[src/rtl/id_ex_stage.sv]
// Decode stage of the 5-stage RISC-V core: operand read with write-back bypass,
// immediate generation, load-use detection and the ID/EX pipeline register.
module id_ex_stage (
    input  logic        clk,
    input  logic        rst,
    input  logic        if_valid,
    input  logic [31:0] if_instr,
    input  logic [31:0] if_pc,
    output logic [4:0]  rs1,
    output logic [4:0]  rs2,
    input  logic [31:0] rf_data1,
    input  logic [31:0] rf_data2,
    input  logic        wb_we,
    input  logic [4:0]  wb_rd,
    input  logic [31:0] wb_data,
    input  logic        ex_flush,
    output logic        id_stall,
    output logic        ex_valid,
    output logic [31:0] ex_pc,
    output logic [31:0] ex_op1,
    output logic [31:0] ex_op2,
    output logic [31:0] ex_imm,
    output logic [4:0]  ex_rd,
    output logic [4:0]  ex_rs1,
    output logic [4:0]  ex_rs2,
    output logic [6:0]  ex_opcode,
    output logic [2:0]  ex_funct3,
    output logic        ex_funct7b5,
    output logic        ex_mem_read,
    output logic        ex_reg_write
);

    localparam logic [6:0] OP_LUI    = 7'b0110111;
    localparam logic [6:0] OP_AUIPC  = 7'b0010111;
    localparam logic [6:0] OP_JAL    = 7'b1101111;
    localparam logic [6:0] OP_JALR   = 7'b1100111;
    localparam logic [6:0] OP_BRANCH = 7'b1100011;
    localparam logic [6:0] OP_LOAD   = 7'b0000011;
    localparam logic [6:0] OP_STORE  = 7'b0100011;
    localparam logic [6:0] OP_IMM    = 7'b0010011;
    localparam logic [6:0] OP_REG    = 7'b0110011;

    logic [6:0]  opcode;
    logic        rs1_used;
    logic        rs2_used;
    logic        reg_write_next;
    logic        mem_read_next;
    logic        hazard;
    logic [31:0] op1_next;
    logic [31:0] op2_next;
    logic [31:0] imm_next;

    assign opcode = if_instr[6:0];
    assign rs1    = if_instr[19:15];
    assign rs2    = if_instr[24:20];

    assign rs1_used       = !(opcode == OP_LUI || opcode == OP_AUIPC || opcode == OP_JAL);
    assign rs2_used       = (opcode == OP_REG || opcode == OP_STORE || opcode == OP_BRANCH);
    assign reg_write_next = !(opcode == OP_STORE || opcode == OP_BRANCH);
    assign mem_read_next  = (opcode == OP_LOAD);

    // The register file only shows a write after the edge, so merge it here.
    assign op1_next = (wb_we && wb_rd != 5'd0 && wb_rd == rs1) ? wb_data : rf_data1;
    assign op2_next = (wb_we && wb_rd != 5'd0 && wb_rd == rs2) ? wb_data : rf_data2;

    always_comb begin
        imm_next = 32'd0;
        case (opcode)
            OP_IMM, OP_LOAD, OP_JALR:
                imm_next = {{20{if_instr[31]}}, if_instr[31:20]};
            OP_STORE:
                imm_next = {{20{if_instr[31]}}, if_instr[31:25], if_instr[11:7]};
            OP_BRANCH:
                imm_next = {{19{if_instr[31]}}, if_instr[31], if_instr[7],
                            if_instr[30:25], if_instr[11:8], 1'b0};
            OP_LUI, OP_AUIPC:
                imm_next = {if_instr[31:12], 12'd0};
            OP_JAL:
                imm_next = {{11{if_instr[31]}}, if_instr[31], if_instr[19:12],
                            if_instr[20], if_instr[30:21], 1'b0};
            default:
                imm_next = 32'd0;
        endcase
    end

    assign hazard = if_valid && ex_valid && ex_mem_read && ex_rd != 5'd0 &&
                    ((rs1_used && ex_rd == rs1) || (rs2_used && ex_rd == rs2));

    // A taken branch overwrites IF/ID anyway, so stalling it would be pointless.
    assign id_stall = hazard && !ex_flush;

    always_ff @(posedge clk) begin
        if (rst) begin
            ex_valid     <= 1'b0;
            ex_pc        <= 32'd0;
            ex_op1       <= 32'd0;
            ex_op2       <= 32'd0;
            ex_imm       <= 32'd0;
            ex_rd        <= 5'd0;
            ex_rs1       <= 5'd0;
            ex_rs2       <= 5'd0;
            ex_opcode    <= 7'd0;
            ex_funct3    <= 3'd0;
            ex_funct7b5  <= 1'b0;
            ex_mem_read  <= 1'b0;
            ex_reg_write <= 1'b0;
        end else if (ex_flush || hazard || !if_valid) begin
            // Bubble: data fields hold, only control and the destination clear.
            ex_valid     <= 1'b0;
            ex_rd        <= 5'd0;
            ex_mem_read  <= 1'b0;
            ex_reg_write <= 1'b0;
        end else begin
            ex_valid     <= 1'b1;
            ex_pc        <= if_pc;
            ex_op1       <= op1_next;
            ex_op2       <= op2_next;
            ex_imm       <= imm_next;
            ex_rd        <= if_instr[11:7];
            ex_rs1       <= rs1;
            ex_rs2       <= rs2;
            ex_opcode    <= opcode;
            ex_funct3    <= if_instr[14:12];
            ex_funct7b5  <= if_instr[30];
            ex_mem_read  <= mem_read_next;
            ex_reg_write <= reg_write_next;
        end
    end

endmodule

[config.mk]
export PLATFORM = sky130hd
export DESIGN_NAME = id_ex_stage
export DESIGN_NICKNAME = d
export VERILOG_FILES = /design/src/rtl/id_ex_stage.sv
export SDC_FILE = /design/constraint.sdc
export NUM_CORES = 1
export LEC_CHECK = 0
export ABC_AREA = 1
export CAP_MARGIN = 15
export CORE_AREA = 2 2 140 142
export CTS_CLUSTER_SIZE = 30
export DETAILED_ROUTE_END_ITERATION = 10
export DIE_AREA = 0 0 142 144
export MAX_ROUTING_LAYER = met4
export PLACE_DENSITY = 0.8
export SYNTH_ARGS = -nofsm -noshare
export SYNTH_HDL_FRONTEND = slang
export SYNTH_SLANG_ARGS = --single-unit
[constraint.sdc]
create_clock -name clk -period 2.55 [get_ports clk]
set_clock_uncertainty 0.2 [all_clocks]
set_input_delay 0.51 -clock clk [delete_from_list [all_inputs] [get_ports clk]]
set_output_delay 0.51 -clock clk [all_outputs]
set_load 0.1 [all_outputs]
==> reports/summary.md, run 1 <==
- **data arrival time of the worst path** 1.81 ns
- **maximum fanout along the worst path** 3
- **total placed instance area** 11900 um^2
- **synthesized flop and latch total** 157
- **number of hold violations in the final report** 0
- **leakage power** 6.57 nW
- **worst-skew pair later-pin latency** 0.42 ns
- **master of the slowest instance on the critical path** dlygate4sd2_1
- **buffers added on ports** 337
- **half-perimeter wire length of the detailed placement result** 19.9 mm
- **H-tree level count** 4
- **GR Layer Usage met3** 6.99%
- **clock-pin slew on the worst setup and hold paths** 0.06 ns
- **slew at the pin closest to its max-slew limit** 0.472 ns
- **routability congestion estimate** 0.897
- **DRT antenna net count** 0
- **CTS tree** built
- **fraction of the mapped netlist area in compound gates** 4.22%
- **shortest period the worst path allows** 2.52 ns
- **routed wirelength normalized by instance count** 13.8 um
- **cell at the root of the clock tree** clkbuf_16
- **Slew headroom** 68.5%
- **number of slew-limit violations in the final report** 0
- **data required time at the worst endpoint** 1.84 ns
- **area of the core** 19100 um^2
- **buffer and inverter count on the worst path** 4
- **hold slack** 0.283 ns
- **final worst-path cycle share** 98.8%
- **post-synth design cell area** 8070 um^2
- **count of mapped cells out of synthesis** 1331
- **vias per cell** 4.72
- **Setup crit start kind** input pin
- **XOR/XNOR Fraction of Synth Area** 1.74%
- **TritonCTS buffer count** 17
- **largest family of logic cells by synthesized area** simple AND/OR/NAND/NOR gates
- **synthesized area per cell** 6.06 um^2
- **utilization after layout** 66.0%
- **via count of the first global-routing pass** 8367
- **part of the Yosys area used for sequential elements** 39.0%
- **simple logic cell fraction of the synthesized area** 42.3%
- **outcome** finished clean
- **CP Capture Type** output pin
- **Global Route met2 Usage** 43.4%
- **area of all placed cells without fillers** 12600 um^2
- **Layout area overhead** 56.1%
- **global route overflow** 0
- **number of nets in the layout** 1859
- **total via count after detailed routing** 9162
- **critical path's largest stage delay** 0.26 ns
- **Most common cell on crit path** nand2_2
- **ratio of cells with drive above 1 in the final layout** 19.5%
- **wire length of the first global-routing pass** 40.9 mm
- **Clock Sinks** 157
- **final-report setup violation count** 0
- **maximum ir drop on the vdd rail** 0.461 mV
- **number of hold buffers added after cts** 0
- **die area** 20400 um^2
- **number of standard-cell rows in the floorplan** 51
- **power density over cell area** 625 nW/um^2
- **count of synthesis-stage warnings from yosys** 0
- **I/O pin total** 338
- **number of nets produced by synthesis** 1501
- **final wirelength** 26.9 mm
- **antenna violations before repair** 2
- **leading cell type in the layout, fill and taps excluded** nand2_1
- **fraction of synthesized area in multiplexers** 0%
- **number of buffers on the longest clock path** 2
- **number of distinct library cell variants in the gate-level netlist after synthesis** 25
- **adder-cell area share of the yosys netlist** 0%
- **min-delay worst type** reg -> reg
- **worst setup path category** in -> out
- **series of cell instances along the critical path** dlygate4sd2_1 -> nand2_2 -> inv_2 -> nand3_1 -> nand2_2 -> inv_4 -> nand3_2 -> nand2_2 -> nand2_4 -> nor2_4 -> buf_12
- **detailed router's first-iteration violation count** 431
- **Chip Width** 142 um
- **Max-cap violations** 0
- **largest net degree at the start of global routing** 55
- **y dimension of the die** 144 um
- **Top Usage Layer GRT** met2
- **cell family with the largest share of critical-path delay** simple AND/OR/NAND/NOR gates
- **DR DRC count** 0
- **highest clock frequency the design can meet** 397 MHz
- **starting utilization of the core area** 42.3%
- **first-pass iteration count of the detailed router** 7
- **GR met1 Demand/Resource** 30.1%
- **commonest cells after routing, fill and taps aside** nand2_1, nor2_1, buf_4
- **overall global routing resource usage** 26.0%
## kinds of logic after synthesis
| family | after synthesis |
|---|---|
| xor+xnor | 16 |
| compound gates | 68 |
| flops | 157 |
| buf+inv | 235 |
| simple gates | 855 |
## final timing paths
path                            depth (start not counted)  slack (ns)                       to                    start
worst max-delay path                                   11        0.03                 id_stall              if_instr[0]
worst min-delay path                                    2        0.28  ex_imm[27]$_SDFFE_PP0N_  ex_imm[27]$_SDFFE_PP0N_
worst max register to register                         13        0.43   ex_pc[12]$_SDFFE_PP0N_      ex_rd[0]$_SDFF_PP0_
worst min register to register                          2        0.28  ex_imm[27]$_SDFFE_PP0N_  ex_imm[27]$_SDFFE_PP0N_
## worst reg2reg max path, stage by stage (launching register included)
cell and delay (ns):
dfxtp_4 0.37, xnor2_1 0.18, nand2_2 0.09, nor2_4 0.13
nand3_2 0.09, nand2_2 0.08, nand2_4 0.06, buf_4 0.15
buf_12 0.12, nand2_8 0.17, buf_12 0.22, nand2_1 0.07
nand2_1 0.06, nor2_1 0.04
## Yosys cell counts
cell type | number | area [um^2]
buf_4 | 16 | 120
nand3_2 | 1 | 10.0
nand2_1 | 410 | 1540
buf_6 | 9 | 101
o21ai_0 | 11 | 55.1
xnor2_1 | 11 | 96.3
nor3_2 | 1 | 10.0
nor2_1 | 307 | 1150
buf_2 | 17 | 85.1
nand2_2 | 4 | 25.0
inv_2 | 7 | 26.3
nor2_2 | 2 | 12.5
nor3_1 | 3 | 15.0
nand4_1 | 2 | 12.5
xor2_1 | 5 | 43.8
nand3_1 | 123 | 616
buf_1 | 5 | 18.8
inv_1 | 138 | 518
o21ai_1 | 1 | 5.00
nand2_4 | 1 | 11.3
clkinv_1 | 1 | 3.75
clkbuf_1 | 42 | 158
dfxtp_1 | 157 | 3140
a21oi_1 | 56 | 280
nand3b_1 | 1 | 7.51
## per-stage QoR
step,total power [mW],setup slack [ns],setup TNS (ns),instances
after floorplan,4.49,0.000894,0,1331
after global placement,5.30,-0.210,-21.04,1904
after detailed placement,5.32,-0.260,-29.46,1904
after CTS,7.90,0.00664,0,1940
after global routing,8.15,-0.00226,-0.00226,1942
final,7.87,0.0303,0,1942
## layout make-up
cell class              count  area [um^2]
clock inverters            13          154
inverters                 146          553
clock buffers              19          433
diodes                      2         5.00
repair buffers            428         4000
multi-input cells         939         3990
flip-flops and latches    157         3160
fillers                  1717         6490
well taps                 238          298
## metal layers
layer | wire [um] | part of all wire (%)
met1 | 11000 | 41
met5 | 0 | 0
met4 | 897 | 3.3
met2 | 12900 | 48
met3 | 2010 | 7.5
## report_power, final
group	internal, mW	switching (mW)	total [mW]
Clock	1.47	1.13	2.60
Sequential	2.61	0.0842	2.69
Combinational	0.761	1.82	2.58
## timing repair
item	4_1_cts	5_1_grt
pin swaps	9	6
setup endpoints to repair	1	1
buffers inserted	4	0
gates resized for setup	19	12
## sequential cells by signal, summed over array words and instances (netlist names)
name	flops
ex_rd	5
ex_opcode	7
ex_op1	32
ex_mem_read	1
ex_valid	1
ex_rs1	5
ex_funct3	3
ex_pc	32
ex_funct7b5	1
ex_op2	32
ex_rs2	5
ex_imm	32
ex_reg_write	1
Note: power is estimated with default switching activity, not from simulation.
==> inputs of run 2 (changes only) <==
--- a/config.mk
+++ b/config.mk
@@ -8,10 +8,10 @@
 export ABC_AREA = 1
 export CAP_MARGIN = 15
 export CORE_AREA = 2 2 140 142
+export CTS_CLUSTER_DIAMETER = 40
 export CTS_CLUSTER_SIZE = 30
 export DETAILED_ROUTE_END_ITERATION = 10
 export DIE_AREA = 0 0 142 144
-export MAX_ROUTING_LAYER = met4
 export PLACE_DENSITY = 0.8
 export SYNTH_ARGS = -nofsm -noshare
 export SYNTH_HDL_FRONTEND = slang
==> reports/summary.md, run 2 (synthesized netlist as in run 1, its figures left out) <==
- **worst-case setup slack after placement** -0.388 ns, was -0.260 ns
- **y dimension of the die** 144 um, unchanged
- **wire length of the first global-routing pass** 41.4 mm, was 40.9 mm
- **ratio of cells with drive above 1 in the final layout** 18.5%, was 19.5%
- **hold slack** 0.284 ns, was 0.283 ns
- **final-report setup violation count** 0, unchanged
- **TritonCTS buffer count** 17, unchanged
- **number of slew-limit violations in the final report** 0, unchanged
- **vias per cell** 4.71, was 4.72
- **unrepaired setup endpoints after global routing** false
- **Setup crit start kind** input pin, unchanged
- **Max-cap violations** 0, unchanged
- **beginning of the worst hold path** ex_imm[22]$_SDFFE_PP0N_, was ex_imm[27]$_SDFFE_PP0N_
- **buffers added on ports** 337, unchanged
- **worst reg2reg endpoint** ex_reg_write$_SDFF_PP0_, was ex_pc[12]$_SDFFE_PP0N_
- **number of hold violations in the final report** 0, unchanged
- **Chip Width** 142 um, unchanged
- **highest clock frequency the design can meet** 401 MHz, was 397 MHz
- **first-pass iteration count of the detailed router** 5, was 7
- **data arrival time of the worst path** 1.79 ns, was 1.81 ns
- **leading cell type in the layout, fill and taps excluded** nand2_1, unchanged
- **detailed router's first-iteration violation count** 420, was 431
- **critical path's largest stage delay** 0.49 ns, was 0.26 ns
- **worst-skew pair later-pin latency** 0.42 ns, about the same
- **Reg-to-Reg Start** ex_rd[3]$_SDFF_PP0_, was ex_rd[0]$_SDFF_PP0_
- **DR DRC count** 0, unchanged
- **die area** 20400 um^2, unchanged
- **slew at the pin closest to its max-slew limit** 0.502 ns, was 0.472 ns
- **largest net degree at the start of global routing** 56, was 55
- **utilization after layout** 65.3%, was 66.0%
- **DRT antenna net count** 0, unchanged
- **GR met1 Demand/Resource** 29.0%, was 30.1%
- **Clock Sinks** 157, unchanged
- **CP Capture Type** output pin, unchanged
- **routability congestion estimate** 0.931, was 0.897
- **setup slack of the worst register-to-register path** 0.47 ns, was 0.43 ns
- **number of standard-cell rows in the floorplan** 51, unchanged
- **number of buffers on the longest clock path** 2, unchanged
- **GR Layer Usage met3** 7.02%, was 6.99%
- **antenna violations before repair** 1, was 2
- **area of all placed cells without fillers** 12500 um^2, was 12600 um^2
- **I/O pin total** 338, unchanged
- **final worst-path cycle share** 97.9%, was 98.8%
- **endpoint of the worst hold path** ex_imm[22]$_SDFFE_PP0N_, was ex_imm[27]$_SDFFE_PP0N_
- **Global Route met2 Usage** 44.3%, was 43.4%
- **global route overflow** 0, unchanged
- **CTS tree** built, unchanged
- **via count of the first global-routing pass** 8427, was 8367
- **Layout area overhead** 54.5%, was 56.1%
- **worst path setup slack after routing** 0.0539 ns, was 0.0303 ns
- **maximum ir drop on the vdd rail** 0.444 mV, was 0.461 mV
- **buffer and inverter count on the worst path** 2, was 4
- **number of nets in the layout** 1846, was 1859
- **clock-pin slew on the worst setup and hold paths** 0.06 ns, about the same
- **total via count after detailed routing** 9087, was 9162
- **Top Usage Layer GRT** met2, unchanged
- **Slew headroom** 66.5%, was 68.5%
- **power density over cell area** 632 nW/um^2, was 625 nW/um^2
- **cell depth of the worst hold path** 2, unchanged
- **outcome** finished clean, unchanged
- **setup TNS** 0 ns, unchanged
- **maximum fanout along the worst path** 4, was 3
- **series of cell instances along the critical path** clkdlybuf4s50_1 -> xnor2_2 -> nand3_2 -> nand2_2 -> nand2_4 -> nor2_4 -> buf_12, was dlygate4sd2_1 -> nand2_2 -> inv_2 -> nand3_1 -> nand2_2 -> inv_4 -> nand3_2 -> nand2_2 -> nand2_4 -> nor2_4 -> buf_12
- **worst reg-to-reg path cell count** 11, was 13
- **data required time at the worst endpoint** 1.84 ns, about the same
- **final wirelength** 26.6 mm, was 26.9 mm
- **starting utilization of the core area** 42.3%, unchanged
- **master of the slowest instance on the critical path** clkdlybuf4s50_1, was dlygate4sd2_1
- **cell family with the largest share of critical-path delay** buffers and inverters, was simple AND/OR/NAND/NOR gates
- **area of the core** 19100 um^2, unchanged
- **number of hold buffers added after cts** 0, unchanged
- **min-delay worst type** reg -> reg, unchanged
- **half-perimeter wire length of the detailed placement result** 20.2 mm, was 19.9 mm
- **overall global routing resource usage** 25.5%, was 26.0%
- **cell count after placement** 1894, was 1904
- **worst setup path category** in -> out, unchanged
- **H-tree level count** 4, unchanged
- **routed wirelength normalized by instance count** 13.8 um, about the same
- **cell at the root of the clock tree** clkbuf_16, unchanged
- **total placed instance area** 11800 um^2, was 11900 um^2
- **leakage power** 6.50 nW, was 6.57 nW
- **number of standard cells in the layout, taps in and fillers out** 1928, was 1942
- **Power Total** 7.87 mW, about the same
- **commonest cells after routing, fill and taps aside** nand2_1, nor2_1, buf_4, unchanged
- **shortest period the worst path allows** 2.50 ns, was 2.52 ns
==> run 2: power breakdown <==
group | leakage (nW) | switching [mW] | internal [mW] | total (mW)
Clock | 0.296 | 1.10 | 1.52 | 2.63
Combinational | 4.90 | 1.80 | 0.743 | 2.55
Sequential | 1.30 | 0.0864 | 2.61 | 2.70
Total | 6.50 | 3.00 | 4.88 | 7.87
==> run 2: what timing repair did <==
action | CTS | global route
endpoints found under the setup margin | 1 | 0
endpoints found under the hold margin | 0 | 0
gates resized for setup | 20 | 0
buffers inserted | 1 | 0
==> run 2: layout make-up <==
class	count	area (um^2)
fillers	1738	6620
multi-input cells	939	3960
repair buffers	415	3880
flip-flops and latches	157	3160
inverters	146	553
clock buffers	19	453
well taps	238	298
clock inverters	13	155
diodes	1	2.50
==> run 2: how the worst max path moves through the flow <==
stage / depth (start not counted) / endpoint / startpoint
floorplan: 10 / id_stall / if_instr[1]
global placement: 12 / ex_reg_write$_SDFF_PP0_ / if_instr[1]
detailed placement: 12 / ex_reg_write$_SDFF_PP0_ / if_instr[1]
CTS: 7 / id_stall / if_instr[19]
global route: 11 / id_stall / if_instr[1]
finish: 7 / id_stall / if_instr[19]
==> run 2: layer usage <==
layer | wire length [um] | vias up | share of wire (%)
met3 | 2180 | 62 | 8.2
li1 | - | 4687 | -
met1 | 10500 | 3982 | 39
met5 | 0 | - | 0
met4 | 903 | 0 | 3.4
met2 | 13100 | 356 | 49
==> run 2: worst register-to-register path, cell delays in order (launching register included) <==
cell and delay (ns):
dfxtp_4 0.37, inv_1 0.06, nand2_1 0.08, nand2_1 0.05, nand2_1 0.07, nor2_2 0.05, nand3_1 0.09, nand2_2 0.07
nand2_4 0.10, buf_4 0.37, nand3_1 0.31, a21oi_1 0.19
==> inputs of run 3 (changes only) <==
--- a/config.mk
+++ b/config.mk
@@ -7,12 +7,12 @@
 export LEC_CHECK = 0
 export ABC_AREA = 1
 export CAP_MARGIN = 15
-export CORE_AREA = 2 2 140 142
+export CORE_AREA = 2 2 134 136
 export CTS_CLUSTER_DIAMETER = 40
 export CTS_CLUSTER_SIZE = 30
 export DETAILED_ROUTE_END_ITERATION = 10
-export DIE_AREA = 0 0 142 144
-export PLACE_DENSITY = 0.8
+export DIE_AREA = 0 0 136 138
+export PLACE_DENSITY = 0.87
 export SYNTH_ARGS = -nofsm -noshare
 export SYNTH_HDL_FRONTEND = slang
 export SYNTH_SLANG_ARGS = --single-unit
==> constraint.sdc (replaced) <==
create_clock -name clk -period 3.1 [get_ports clk]
set_clock_uncertainty 0.2 [all_clocks]
set_input_delay 0.775 -clock clk [delete_from_list [all_inputs] [get_ports clk]]
set_output_delay 0.775 -clock clk [all_outputs]
set_load 0.1 [all_outputs]
==> reports/summary.md, run 3 (synthesized netlist as in run 1, its figures left out) <==
- **buffers added on ports** 337, unchanged
- **maximum ir drop on the vdd rail** 0.388 mV, was 0.444 mV
- **min-delay worst type** reg -> reg, unchanged
- **master of the slowest instance on the critical path** dlygate4sd2_1, was clkdlybuf4s50_1
- **critical path's largest stage delay** 0.25 ns, was 0.49 ns
- **die area** 18800 um^2, was 20400 um^2
- **final-report setup violation count** 0, unchanged
- **Fillers** 1508, was 1738
- **detailed router's first-iteration violation count** 478, was 420
- **wire length of the first global-routing pass** 42.2 mm, was 41.4 mm
- **shortest period the worst path allows** 2.98 ns
- **cell depth of the worst hold path** 2, unchanged
- **Sequential cell area** 3150 um^2, was 3160 um^2
- **Max-cap violations** 0, unchanged
- **Most common cell on crit path** nand2_2
- **hold slack** 0.284 ns, about the same
- **ratio of cells with drive above 1 in the final layout** 17.2%, was 18.5%
- **routability congestion estimate** 0.933, was 0.931
- **leading cell type in the layout, fill and taps excluded** nand2_1, unchanged
- **first-pass iteration count of the detailed router** 6, was 5
- **DR DRC count** 0, unchanged
- **y dimension of the die** 138 um, was 144 um
- **area of all placed cells without fillers** 12100 um^2, was 12500 um^2
- **leakage power** 6.33 nW, was 6.50 nW
- **TritonCTS buffer count** 17, unchanged
- **worst reg-to-reg path cell count** 12, was 11
- **CP Capture Type** output pin, unchanged
- **half-perimeter wire length of the detailed placement result** 19.7 mm, was 20.2 mm
- **number of nets in the layout** 1824, was 1846
- **Layout area overhead** 50.5%, was 54.5%
- **number of hold violations in the final report** 0, unchanged
- **DRT antenna net count** 0, unchanged
- **area of the core** 17500 um^2, was 19100 um^2
- **slew at the pin closest to its max-slew limit** 0.518 ns, was 0.502 ns
- **commonest cells after routing, fill and taps aside** nand2_1, nor2_1, buf_4, unchanged
- **clock-pin slew on the worst setup and hold paths** 0.06 ns, about the same
- **final wirelength** 27.3 mm, was 26.6 mm
- **global route overflow** 0, unchanged
- **worst setup path category** in -> out, unchanged
- **overall global routing resource usage** 28.1%, was 25.5%
- **utilization after layout** 69.2%, was 65.3%
- **CTS tree** built, unchanged
- **Chip Width** 136 um, was 142 um
- **via count of the first global-routing pass** 8635, was 8427
- **data arrival time of the worst path** 2.00 ns, was 1.79 ns
- **worst-case setup slack after placement** -0.213 ns, was -0.388 ns
- **total via count after detailed routing** 9248, was 9087
- **Clock Sinks** 157, unchanged
- **I/O pin total** 338, unchanged
- **largest net degree at the start of global routing** 96, was 56
- **Slew headroom** 65.5%, was 66.5%
- **Setup crit start kind** input pin, unchanged
- **area taken by multi-input logic gates** 3940 um^2, was 3960 um^2
- **routed wirelength normalized by instance count** 14.4 um, was 13.8 um
- **cell at the root of the clock tree** clkbuf_16, unchanged
- **number of buffers on the longest clock path** 2, unchanged
- **worst path setup slack after routing** 0.120 ns, was 0.0539 ns
- **antenna violations before repair** 2, was 1
- **series of cell instances along the critical path** dlygate4sd2_1 -> nand2_2 -> inv_2 -> nand3_1 -> nand2_2 -> inv_2 -> nand3_2 -> nand2_2 -> nand2_4 -> nor2_4 -> buf_12, was clkdlybuf4s50_1 -> xnor2_2 -> nand3_2 -> nand2_2 -> nand2_4 -> nor2_4 -> buf_12
- **final worst-path cycle share** 96.1%
- **vias per cell** 4.87, was 4.71
- **number of hold buffers added after cts** 0, unchanged
- **starting utilization of the core area** 46.0%, was 42.3%
- **worst-skew pair later-pin latency** 0.42 ns, about the same
- **outcome** finished clean, unchanged
- **highest clock frequency the design can meet** 336 MHz
- **data required time at the worst endpoint** 2.12 ns, was 1.84 ns
- **power density over cell area** 525 nW/um^2, was 632 nW/um^2
- **number of slew-limit violations in the final report** 0, unchanged
- **unrepaired setup endpoints after global routing** false, unchanged
- **H-tree level count** 4, unchanged
- **maximum fanout along the worst path** 3, was 4
- **total placed instance area** 11600 um^2, was 11800 um^2
- **setup TNS** 0 ns, unchanged
- **number of standard-cell rows in the floorplan** 49, was 51
[run 3: changes by cell type in the layout (fill, tap and decap cells not counted), sizes merged]
cell and delta:
diode +1, clkinvlp +2, dlymetal6s2s +1, dlygate4sd2 -1
inv -3, clkinv +1, buf -22
[run 3: stage by stage]
stage	total power, mW	instances
floorplan	3.70	1331
global placement	4.31	1863
detailed placement	4.34	1863
CTS	6.40	1896
global route	6.59	1897
finish	6.37	1898
[run 3: power by group]
| part | internal, mW | switching (mW) |
|---|---|---|
| registers | 2.15 | 0.0724 |
| logic | 0.588 | 1.49 |
| clock network | 1.19 | 0.887 |
| total | 3.93 | 2.45 |
[run 3: layout make-up]
class                      count  share of cell area, %
timing repair buffer         393                   29.9
inverter                     146                   4.53
antenna                        2                 0.0412
clock inverter                13                   1.15
multi-input combinational    939                   32.5
clock buffer                  19                   3.57
tap                          229                   2.36
sequential                   157                   25.9
[run 3: worst max-delay path, delay by kind of cell]
| kind | cells | cell delay (ns) |
|---|---|---|
| simple gates | 7 | 0.66 |
| buf+inv | 4 | 0.57 |
[run 3: path summary, 6_finish.rpt]
kind | startpoint | endpoint | slack (ns)
setup reg to reg | ex_rd[1]$_SDFF_PP0_ | ex_reg_write$_SDFF_PP0_ | 0.88
hold reg to reg | ex_imm[24]$_SDFFE_PP0N_ | ex_imm[24]$_SDFFE_PP0N_ | 0.28
setup / recovery | if_instr[0] | id_stall | 0.12
hold / removal | ex_imm[24]$_SDFFE_PP0N_ | ex_imm[24]$_SDFFE_PP0N_ | 0.28
[run 3: per-layer routing]
layer / track usage [%] / vias up / part of all wire [%]
met5: 0 / - / 0.048
met4: 13.3 / 2 / 3.8
met3: 8.91 / 70 / 9.2
met2: 48.7 / 387 / 50
met1: 30.8 / 4150 / 37
li1: - / 4639 / -
[run 3: timing repair]
item | in CTS | in global routing
pin swaps | 7 | 0
setup buffers | 1 | 0
gates resized for setup | 18 | 1
setup endpoints to repair | 1 | 1
